[src/rtl/fetch_pkg.sv]
// ---------------------------------------------------------------------------
// fetch_pkg : shared state encoding and line geometry for the fetch front end
// Revision  : 1.0
// ---------------------------------------------------------------------------
`default_nettype none

package fetch_pkg;

  localparam int LINE_BEATS     = 8;
  localparam int LINE_BYTES     = LINE_BEATS * 8;
  localparam int WORDS_PER_LINE = 2 * LINE_BEATS;
  localparam int LINE_OFF_W     = $clog2(LINE_BYTES);
  localparam int WORD_IDX_W     = $clog2(WORDS_PER_LINE);
  localparam int BEAT_IDX_W     = $clog2(LINE_BEATS);

  typedef enum logic [2:0] {
    S_IDLE  = 3'd0,
    S_REQ   = 3'd1,
    S_RECV  = 3'd2,
    S_ISSUE = 3'd3,
    S_DRAIN = 3'd4,
    S_DONE  = 3'd5
  } fetch_state_e;

endpackage

`default_nettype wire

[src/rtl/fetch_line_buffer.sv]
// ---------------------------------------------------------------------------
// fetch_line_buffer : one cache line of instruction storage, 64-bit beat
//                     write port and 32-bit word read port
// Revision          : 1.0
// ---------------------------------------------------------------------------
`default_nettype none

module fetch_line_buffer
  import fetch_pkg::*;
#(
  parameter int BEATS = LINE_BEATS
) (
  input  logic                       clk,
  input  logic                       wr_en_i,
  input  logic [$clog2(BEATS)-1:0]   wr_beat_i,
  input  logic [63:0]                wr_data_i,
  input  logic [$clog2(BEATS):0]     rd_word_i,
  output logic [31:0]                rd_data_o
);

  logic [31:0] mem_q [2*BEATS];

  // Lower half of a beat is the lower-addressed word.
  always_ff @(posedge clk) begin
    if (wr_en_i) begin
      mem_q[{wr_beat_i, 1'b0}] <= wr_data_i[31:0];
      mem_q[{wr_beat_i, 1'b1}] <= wr_data_i[63:32];
    end
  end

  assign rd_data_o = mem_q[rd_word_i];

endmodule

`default_nettype wire

[src/rtl/fetch_sequencer.sv]
// ---------------------------------------------------------------------------
// fetch_sequencer : fetches one line at a time from memory and hands words
//                   to the decoder, following redirects and halting on zero
// Revision        : 1.0
// ---------------------------------------------------------------------------
`default_nettype none

module fetch_sequencer #(
  parameter int LINE_BEATS = 8,
  parameter int ADDR_W     = 64
) (
  input  logic              clk,
  input  logic              reset,
  input  logic              start,
  input  logic [ADDR_W-1:0] entry_pc,
  output logic              req_valid,
  input  logic              req_ready,
  output logic [ADDR_W-1:0] req_addr,
  input  logic              resp_valid,
  input  logic [63:0]       resp_data,
  output logic              instr_valid,
  input  logic              instr_ready,
  output logic [31:0]       instr,
  output logic [ADDR_W-1:0] instr_pc,
  input  logic              redirect_valid,
  input  logic [ADDR_W-1:0] redirect_pc,
  output logic              done
);

  import fetch_pkg::*;

  localparam int OFF_W  = $clog2(LINE_BEATS * 8);
  localparam int WIDX_W = $clog2(2 * LINE_BEATS);
  localparam int BIDX_W = $clog2(LINE_BEATS);

  localparam logic [ADDR_W-1:0] WORD_MASK = {{(ADDR_W-2){1'b1}}, 2'b00};
  localparam logic [ADDR_W-1:0] LINE_MASK = {{(ADDR_W-OFF_W){1'b1}}, {OFF_W{1'b0}}};
  localparam logic [ADDR_W-1:0] WORD_STEP = {{(ADDR_W-3){1'b0}}, 3'd4};
  localparam logic [BIDX_W-1:0] LAST_BEAT = BIDX_W'(LINE_BEATS - 1);

  fetch_state_e      state_q, state_d;
  logic [ADDR_W-1:0] pc_q, pc_d;
  logic [BIDX_W-1:0] cnt_q, cnt_d;
  logic              req_valid_q;
  logic              done_q;

  logic [WIDX_W-1:0] w_idx;
  logic [31:0]       w_rdata;
  logic              w_zero;
  logic              w_last_word;
  logic              w_last_beat;
  logic              w_issue;
  logic              w_buf_we;

  assign w_idx       = pc_q[OFF_W-1:2];
  assign w_zero      = (w_rdata == 32'h0);
  assign w_last_word = &w_idx;
  assign w_last_beat = (cnt_q == LAST_BEAT);
  assign w_issue     = (state_q == S_ISSUE) && !w_zero;
  assign w_buf_we    = (state_q == S_RECV) && resp_valid;

  fetch_line_buffer #(
    .BEATS (LINE_BEATS)
  ) u_buf (
    .clk       (clk),
    .wr_en_i   (w_buf_we),
    .wr_beat_i (cnt_q),
    .wr_data_i (resp_data),
    .rd_word_i (w_idx),
    .rd_data_o (w_rdata)
  );

  always_comb begin
    state_d = state_q;
    pc_d    = pc_q;
    cnt_d   = cnt_q;
    case (state_q)
      S_IDLE, S_DONE: begin
        if (start) begin
          pc_d    = entry_pc & WORD_MASK;
          state_d = S_REQ;
        end
      end
      S_REQ: begin
        // A request accepted in the redirect cycle still returns a full line.
        if (redirect_valid) begin
          pc_d    = redirect_pc & WORD_MASK;
          cnt_d   = '0;
          state_d = req_ready ? S_DRAIN : S_REQ;
        end else if (req_ready) begin
          cnt_d   = '0;
          state_d = S_RECV;
        end
      end
      S_RECV: begin
        if (resp_valid) cnt_d = cnt_q + 1'b1;
        if (redirect_valid) begin
          pc_d    = redirect_pc & WORD_MASK;
          state_d = (resp_valid && w_last_beat) ? S_REQ : S_DRAIN;
        end else if (resp_valid && w_last_beat) begin
          state_d = S_ISSUE;
        end
      end
      S_DRAIN: begin
        if (resp_valid) begin
          cnt_d = cnt_q + 1'b1;
          if (w_last_beat) state_d = S_REQ;
        end
        if (redirect_valid) pc_d = redirect_pc & WORD_MASK;
      end
      S_ISSUE: begin
        if (redirect_valid) begin
          pc_d    = redirect_pc & WORD_MASK;
          state_d = S_REQ;
        end else if (w_zero) begin
          state_d = S_DONE;
        end else if (instr_ready) begin
          pc_d = pc_q + WORD_STEP;
          if (w_last_word) state_d = S_REQ;
        end
      end
      default: state_d = S_IDLE;
    endcase
  end

  always_ff @(posedge clk or negedge reset) begin
    if (!reset) begin
      state_q     <= S_IDLE;
      pc_q        <= '0;
      cnt_q       <= '0;
      req_valid_q <= 1'b0;
      done_q      <= 1'b0;
    end else begin
      state_q     <= state_d;
      pc_q        <= pc_d;
      cnt_q       <= cnt_d;
      req_valid_q <= (state_d == S_REQ);
      done_q      <= (state_d == S_DONE);
    end
  end

  assign req_valid   = req_valid_q;
  assign req_addr    = pc_q & LINE_MASK;
  assign instr_valid = w_issue;
  assign instr       = w_issue ? w_rdata : 32'h0;
  assign instr_pc    = pc_q;
  assign done        = done_q;

endmodule

`default_nettype wire
[config.mk]
export PLATFORM = sky130hd
export DESIGN_NAME = fetch_sequencer
export DESIGN_NICKNAME = d
export VERILOG_FILES = /design/src/rtl/fetch_pkg.sv /design/src/rtl/fetch_line_buffer.sv /design/src/rtl/fetch_sequencer.sv
export SDC_FILE = /design/constraint.sdc
export NUM_CORES = 1
export LEC_CHECK = 0
export ABC_CLOCK_PERIOD_IN_PS = 7100
export CAP_MARGIN = 25
export CELL_PAD_IN_SITES_DETAIL_PLACEMENT = 0
export CELL_PAD_IN_SITES_GLOBAL_PLACEMENT = 2
export CORE_ASPECT_RATIO = 1.4
export CORE_MARGIN = 2
export CORE_UTILIZATION = 45
export DETAILED_ROUTE_END_ITERATION = 10
export DONT_BUFFER_PORTS = 1
export GPL_TIMING_DRIVEN = 0
export PLACE_DENSITY_LB_ADDON = 0.1
export SYNTH_ARGS = -nofsm -noshare
export SYNTH_HDL_FRONTEND = slang
export SYNTH_SLANG_ARGS = --single-unit
[constraint.sdc]
create_clock -name clk -period 7.1 [get_ports clk]
set_input_delay 1.42 -clock clk [delete_from_list [all_inputs] [get_ports clk]]
set_output_delay 1.42 -clock clk [all_outputs]
set_load 0.005 [all_outputs]
**After elaboration in Yosys (flattened, before gate mapping)**

Memory sizes are Yosys's and may differ from the RTL's.
Index checks and enable logic that the tools add are counted.

- Bits in registers: 72
- Latch bits: 0
- Bits in writable memories: 512
- Bits in read-only memories: 0
- Bits of input ports: 199
- Output and inout bits: 163
- Logic and storage cells: 63
- Memories: 1

- Add/subtract/negate cells: 2
- Multiply operators: 0
- Divide/modulo/power cells: 0
- $lt $le $gt $ge: 0
- Equal/unequal tests: 14
- Shift-type cells: 0
- Multiplexer cells: 27
- Bitwise gates (word level): 0
- Reduce and logical (&&, ||, !) cells: 14

Memories:

| memory | words | bits a word | rd ports | clocked after Yosys merged registers in | wr ports | RTL line | RTL |
|---|---|---|---|---|---|---|---|
| u_buf.mem_q | 16 | 32 | 1 | 0 | 2 | fetch_line_buffer.sv:21 | `logic [31:0] mem_q [2*BEATS];` |

Operators by type and width:

| operator | count |
|---|---|
| $mux 64 | 5 |
| $pmux 64 s3 | 1 |
| $add 64x3->64 const B | 1 |
| $mux 3 | 16 |
| $logic_not 32->1 | 1 |
| $mux 32 | 1 |
| $pmux 3 s5 | 1 |
| $eq 3x3->1 const B | 4 |
| $ne 3x3->1 const B | 3 |
| $eq 3x1->1 const B | 2 |
| $eq 3x2->1 const B | 2 |
| $pmux 3 s2 | 1 |
| $reduce_and 5->1 | 1 |
| $ne 2x1->1 const B | 2 |
| $reduce_and 4->1 | 1 |
| $reduce_or 2->1 | 2 |
| $add 3x1->3 const B | 1 |
| $logic_and 1x1->1 | 3 |
| $logic_not 3->1 | 1 |
| $reduce_and 3->1 | 1 |
| $reduce_bool 3->1 | 1 |
| $reduce_or 3->1 | 1 |
| $mux 1 | 2 |
| $ne 2x2->1 const B | 1 |
| other kinds (2) | 2 |

**Logic depth before layout (Yosys ltp)**

- Depth in word-level cells: 7
- Mapped depth: 16
- Mapped depth without buffers: 9

**Hierarchy**

From an unflattened synthesis, not the netlist that was laid out.

- Cells, all modules: 1,586
- Area total of the unflattened synthesis: 25,338.1 um^2

Modules (own cells, without submodules):

| module | instances | cells an instance | area each (um^2) | sequential area each (um^2) |
|---|---|---|---|---|
| fetch_line_buffer | 1 | 796 | 19,143.4 | 15,374.7 |
| fetch_sequencer | 1 | 790 | 6,194.7 | 1,751.7 |

**Least setup slack after synthesis**

No wires, ideal clock.

- Kind: input-to-reg
- From: input resp_valid
- To: memory u_buf.mem_q[0][0] (enable)
- Library setup time: 0.565 ns
- Arrival time: 6.128 ns
- Required time: 6.535 ns
- Slack: 0.407 ns
- Stages on the path: 3
- Path buffers: 0
- Path through: nor3b_1 nand2b_1 nor3_1

RTL lines:

| what | RTL line | RTL |
|---|---|---|
| from (decl) | fetch_sequencer.sv:19 | `input logic resp_valid,` |
| to (decl) | fetch_line_buffer.sv:21 |  |

**Worst setup path in the final report**

- From: register pc_q[2], in the netlist instr_pc[2]
- To: output instr[24]

- Word-level cells in the longest chain between the ends: 5

RTL lines:

| what | RTL line | RTL |
|---|---|---|
| from (decl) | fetch_sequencer.sv:42 | `logic [ADDR_W-1:0] pc_q, pc_d;` |
| from (signal assigned) | fetch_sequencer.sv:135 | `pc_q <= pc_d;` |
| $mem_v2 16x32 * | n/a |  |
| $logic_not 32->1 | fetch_sequencer.sv:56 | `assign w_zero = (w_rdata == 32'h0);` |
| $logic_not 1->1 | fetch_sequencer.sv:59 | `assign w_issue = (state_q == S_ISSUE) && !w_zero;` |
| $logic_and 1x1->1 | fetch_sequencer.sv:59 |  |
| $mux 32 * | fetch_sequencer.sv:145 | `assign instr = w_issue ? w_rdata : 32'h0;` |
| to (decl) | fetch_sequencer.sv:23 | `output logic [31:0] instr,` |

Every way passes the cells marked *; elsewhere a longest branch is shown, timed or not.

==> qor.csv <==
stage,metric,value,unit
run_status,status,completed,
placed_design,dp_hpwl,62200,µm
cells_and_area,layout_common_cells,"512 x edfxtp_1, 109 x mux4_2, 82 x nand2_1",
timing,worst_pin_slew,1.07,ns
timing,relSlewSlack,28.3,%
placed_design,preCtsSetupSlack,-0.311,ns
global_routing,track_usage,28.5,%
clock_network,cts_tree,done,
worst_setup_path,cp_top_family,buffers and inverters,
timing,max_freq,147,MHz
synth,synth_top_area_cell,edfxtp_1,
worst_setup_path,end_kind,output port,
worst_setup_path,timing.rr.end,instr_pc[43],
detailed_routing,vias,16095,
worst_setup_path,path_buf_inv,7,
detailed_routing,ant_nets,0,
synth,syn_inst,1663,
synth,ys.flop_type,edfxtp_1,
clock_network,cts_root_buf,clkbuf_16,
clock_network,clock_latency,0.64,ns
detailed_routing,post_drt_wl_per_cell,33.3,µm
min_path,hold_class,input pin to async pin,
synth,yosysWarningCount,0,
cells_and_area,regArea,17100,µm²
synth,synth_edf_count,512,
cells_and_area,syn_to_final_growth,13.3,%
detailed_routing,drt_wl_total,85000,µm
die,io_pins,362,
worst_setup_path,rr_worst_depth,11,
global_routing,grt_max_degree,71,
clock_network,ctsHoldBuffers,0,
detailed_routing,route.detailed.drc,0,
cells_and_area,layout-drive-gt1-share,20.8,%
die,dieArea,59400,µm²
pwr,ir_drop,0.271,mV
pwr,power.static_leakage,9.71,nW
die,core_region_area,57100,µm²
die,die_w,207,µm
cells_and_area,fillers,4783,
timing,worst_slack,0.279,ns
timing,skew,0.0394,ns
synth,synth_area_per_cell,15.6,µm²
global_routing,grt_pass1_wl,119000,µm
synth,ys_types,79,
synth,syn_area,25900,µm²
timing,fin_crit,6.82,ns
detailed_routing,via_per_inst,6.31,
detailed_routing,dr.pass1.iters,5,
worst_setup_path,crit_cells,15,
worst_setup_path,crit_chain,buf_6 -> buf_6 -> buf_4 -> buf_4 -> mux4_2 -> a22oi_1 -> nand2_1 -> nor4_4 -> nor4b_2 -> and3_1 -> buf_2 -> nand2b_1 -> buf_4 -> buf_6 -> a21oi_1,
cells_and_area,multi_input_area,7720,µm²
worst_setup_path,reg2reg_slack,1.81,ns
timing,layout_worst_path_cycle_share,96.1,%
detailed_routing,drt_iter0_drc,1179,
cells_and_area,stdcell_area,29300,µm²
die,num_rows,104,
worst_setup_path,worstPathArrival,5.40,ns
worst_setup_path,r2r_start,instr_pc[5],
flow_run,drv_cap,0,
clock_network,cts_buffers,56,
synth,async_reset_ff_share,12.0,%
timing,hold_violations,0,
worst_setup_path,crit_fanout,10,
clock_network,cts_resized,15,
placed_design,place_congestion,0.945,
pwr,pwr_density_cell,416,nW/µm²
cells_and_area,mostFrequentLayoutCell,edfxtp_1,
worst_setup_path,critPathKind,flop to output port,
clock_network,cts_setup_buffers,0,
global_routing,grt_pass1_vias,16598,
worst_setup_path,startpoint_type,flop,
worst_setup_path,critPathRequiredTime,5.68,ns
clock_network,clkSinkCount,582,
worst_setup_path,slowest_delay,0.54,ns
clock_network,clkTransAtPathRegs,0.07,ns
timing,setup-violations-final,0,
die,start_util,45.3,%
cells_and_area,nets,1962,
synth,synth.top_cell.area_share,59.5,%
global_routing,grt_overflow,0,
die,die_y,288,µm
synth,synth-seq-cells,582,
clock_network,cts_buffer_depth,3,
clock_network,htreeDepth,2,
placed_design,io_buffers,0,
synth,synth.yosys.seq_area_share,66.2,%
placed_design,postPlaceCellArea,27400,µm²
worst_setup_path,slowest_stage,mux4_2,
timing,drv_slew,0,
synth,yosys-top-cells-area,"edfxtp_1 59%, mux4_2 9.5%, dfrtp_1 6.8%",
global_routing,antenna_found_initial,4,
-- cells in the mapped netlist, types with 6 or more instances --
master	number
edfxtp_1	512
mux4_2	109
nand2_1	82
buf_4	78
nor2_1	73
a22oi_1	72
dfrtp_1	70
mux2i_1	64
clkbuf_1	56
a21oi_1	51
nand3_1	44
nor3_1	41
o21ai_0	35
inv_1	25
a31oi_1	21
nand4_1	20
a221oi_1	18
a22o_1	18
and3_1	15
and2_1	14
buf_6	14
o22ai_1	13
a211oi_1	11
buf_2	11
nor4_1	10
o21ai_1	10
o22ai_2	10
a2bb2oi_1	8
mux2_2	8
o211ai_1	8
o221ai_1	8
a221o_1	7
a41oi_1	7
nand2b_1	7
o22a_1	7
o31ai_1	7
or3_1	7
or4_1	7
o31a_1	6
-- worst max path at each step --
stage,startpoint,to
2_1_floorplan,resp_valid,u_buf.mem_q[0][0]
3_3_place_gp,resp_valid,u_buf.mem_q[2][18]
3_5_place_dp,instr_pc[3],instr[7]
4_1_cts,instr_pc[2],instr[7]
5_1_grt,instr_pc[2],instr[24]
6_report,instr_pc[2],instr[24]
-- sequential cells by signal, indices dropped and copies added (netlist names) --
register     flops
done             1
req_valid        1
instr_pc        62
u_buf.mem_q    512
cnt_q            3
state_q          3
-- cells by family (layout without fill, tap and decap cells) --
| kind of cell | Yosys count | in the layout | synth area share, % |
|---|---|---|---|
| buffers and inverters | 192 | 326 | 4.38 |
| adder cells (fa/ha/maj) | 3 | 3 | 0.145 |
| multiplexers | 182 | 182 | 12.4 |
| AO/OA/AOI/OAI | 353 | 353 | 10.1 |
| AND/OR/NAND/NOR | 345 | 345 | 6.62 |
| XOR/XNOR | 5 | 5 | 0.169 |
| other | 1 | 12 | 0.0145 |
| flip-flops | 582 | 582 | 66.2 |
-- stage by stage --
stage               cells  TNS (ns)  total power, mW  hold WS [ns]  util (%)
floorplan            1670         0             7.48         0.503         -
global placement     2412   -516.42             9.17         0.556      46.9
detailed placement   2444     -3.30             9.23         0.562      48.0
CTS                  2546         0             12.2         0.457      51.3
global route         2549  -0.00157             12.7         0.464      51.3
finish               2550         0             12.2         0.505      51.3
-- where the power goes --
part	internal, mW	switching (mW)	leakage, nW
combinational	1.88	2.90	3.38
sequential	3.95	0.477	5.46
clock	1.67	1.30	0.872
total	7.51	4.68	9.71
-- per-layer routing --
layer | wire [µm] | share of wire, % | up-vias | GRT usage (%)
li1 | - | - | 6908 | -
met1 | 28800 | 34 | 8260 | 30.6
met2 | 45800 | 54 | 748 | 52.7
met3 | 6430 | 7.6 | 177 | 6.27
met4 | 3980 | 4.7 | 2 | 13.2
met5 | 12 | 0.014 | - | 0
-- final cells by class --
cell class | instances | share of cell area (%)
flip-flops and latches | 582 | 58.4
diodes | 4 | 0.0342
repair buffers | 32 | 1.89
plain buffers | 164 | 3.57
multi-input cells | 896 | 26.4
inverters | 28 | 0.359
well taps | 742 | 3.17
clock inverters | 34 | 1.24
clock buffers | 68 | 4.94
Power figures use the tool's default switching activity.
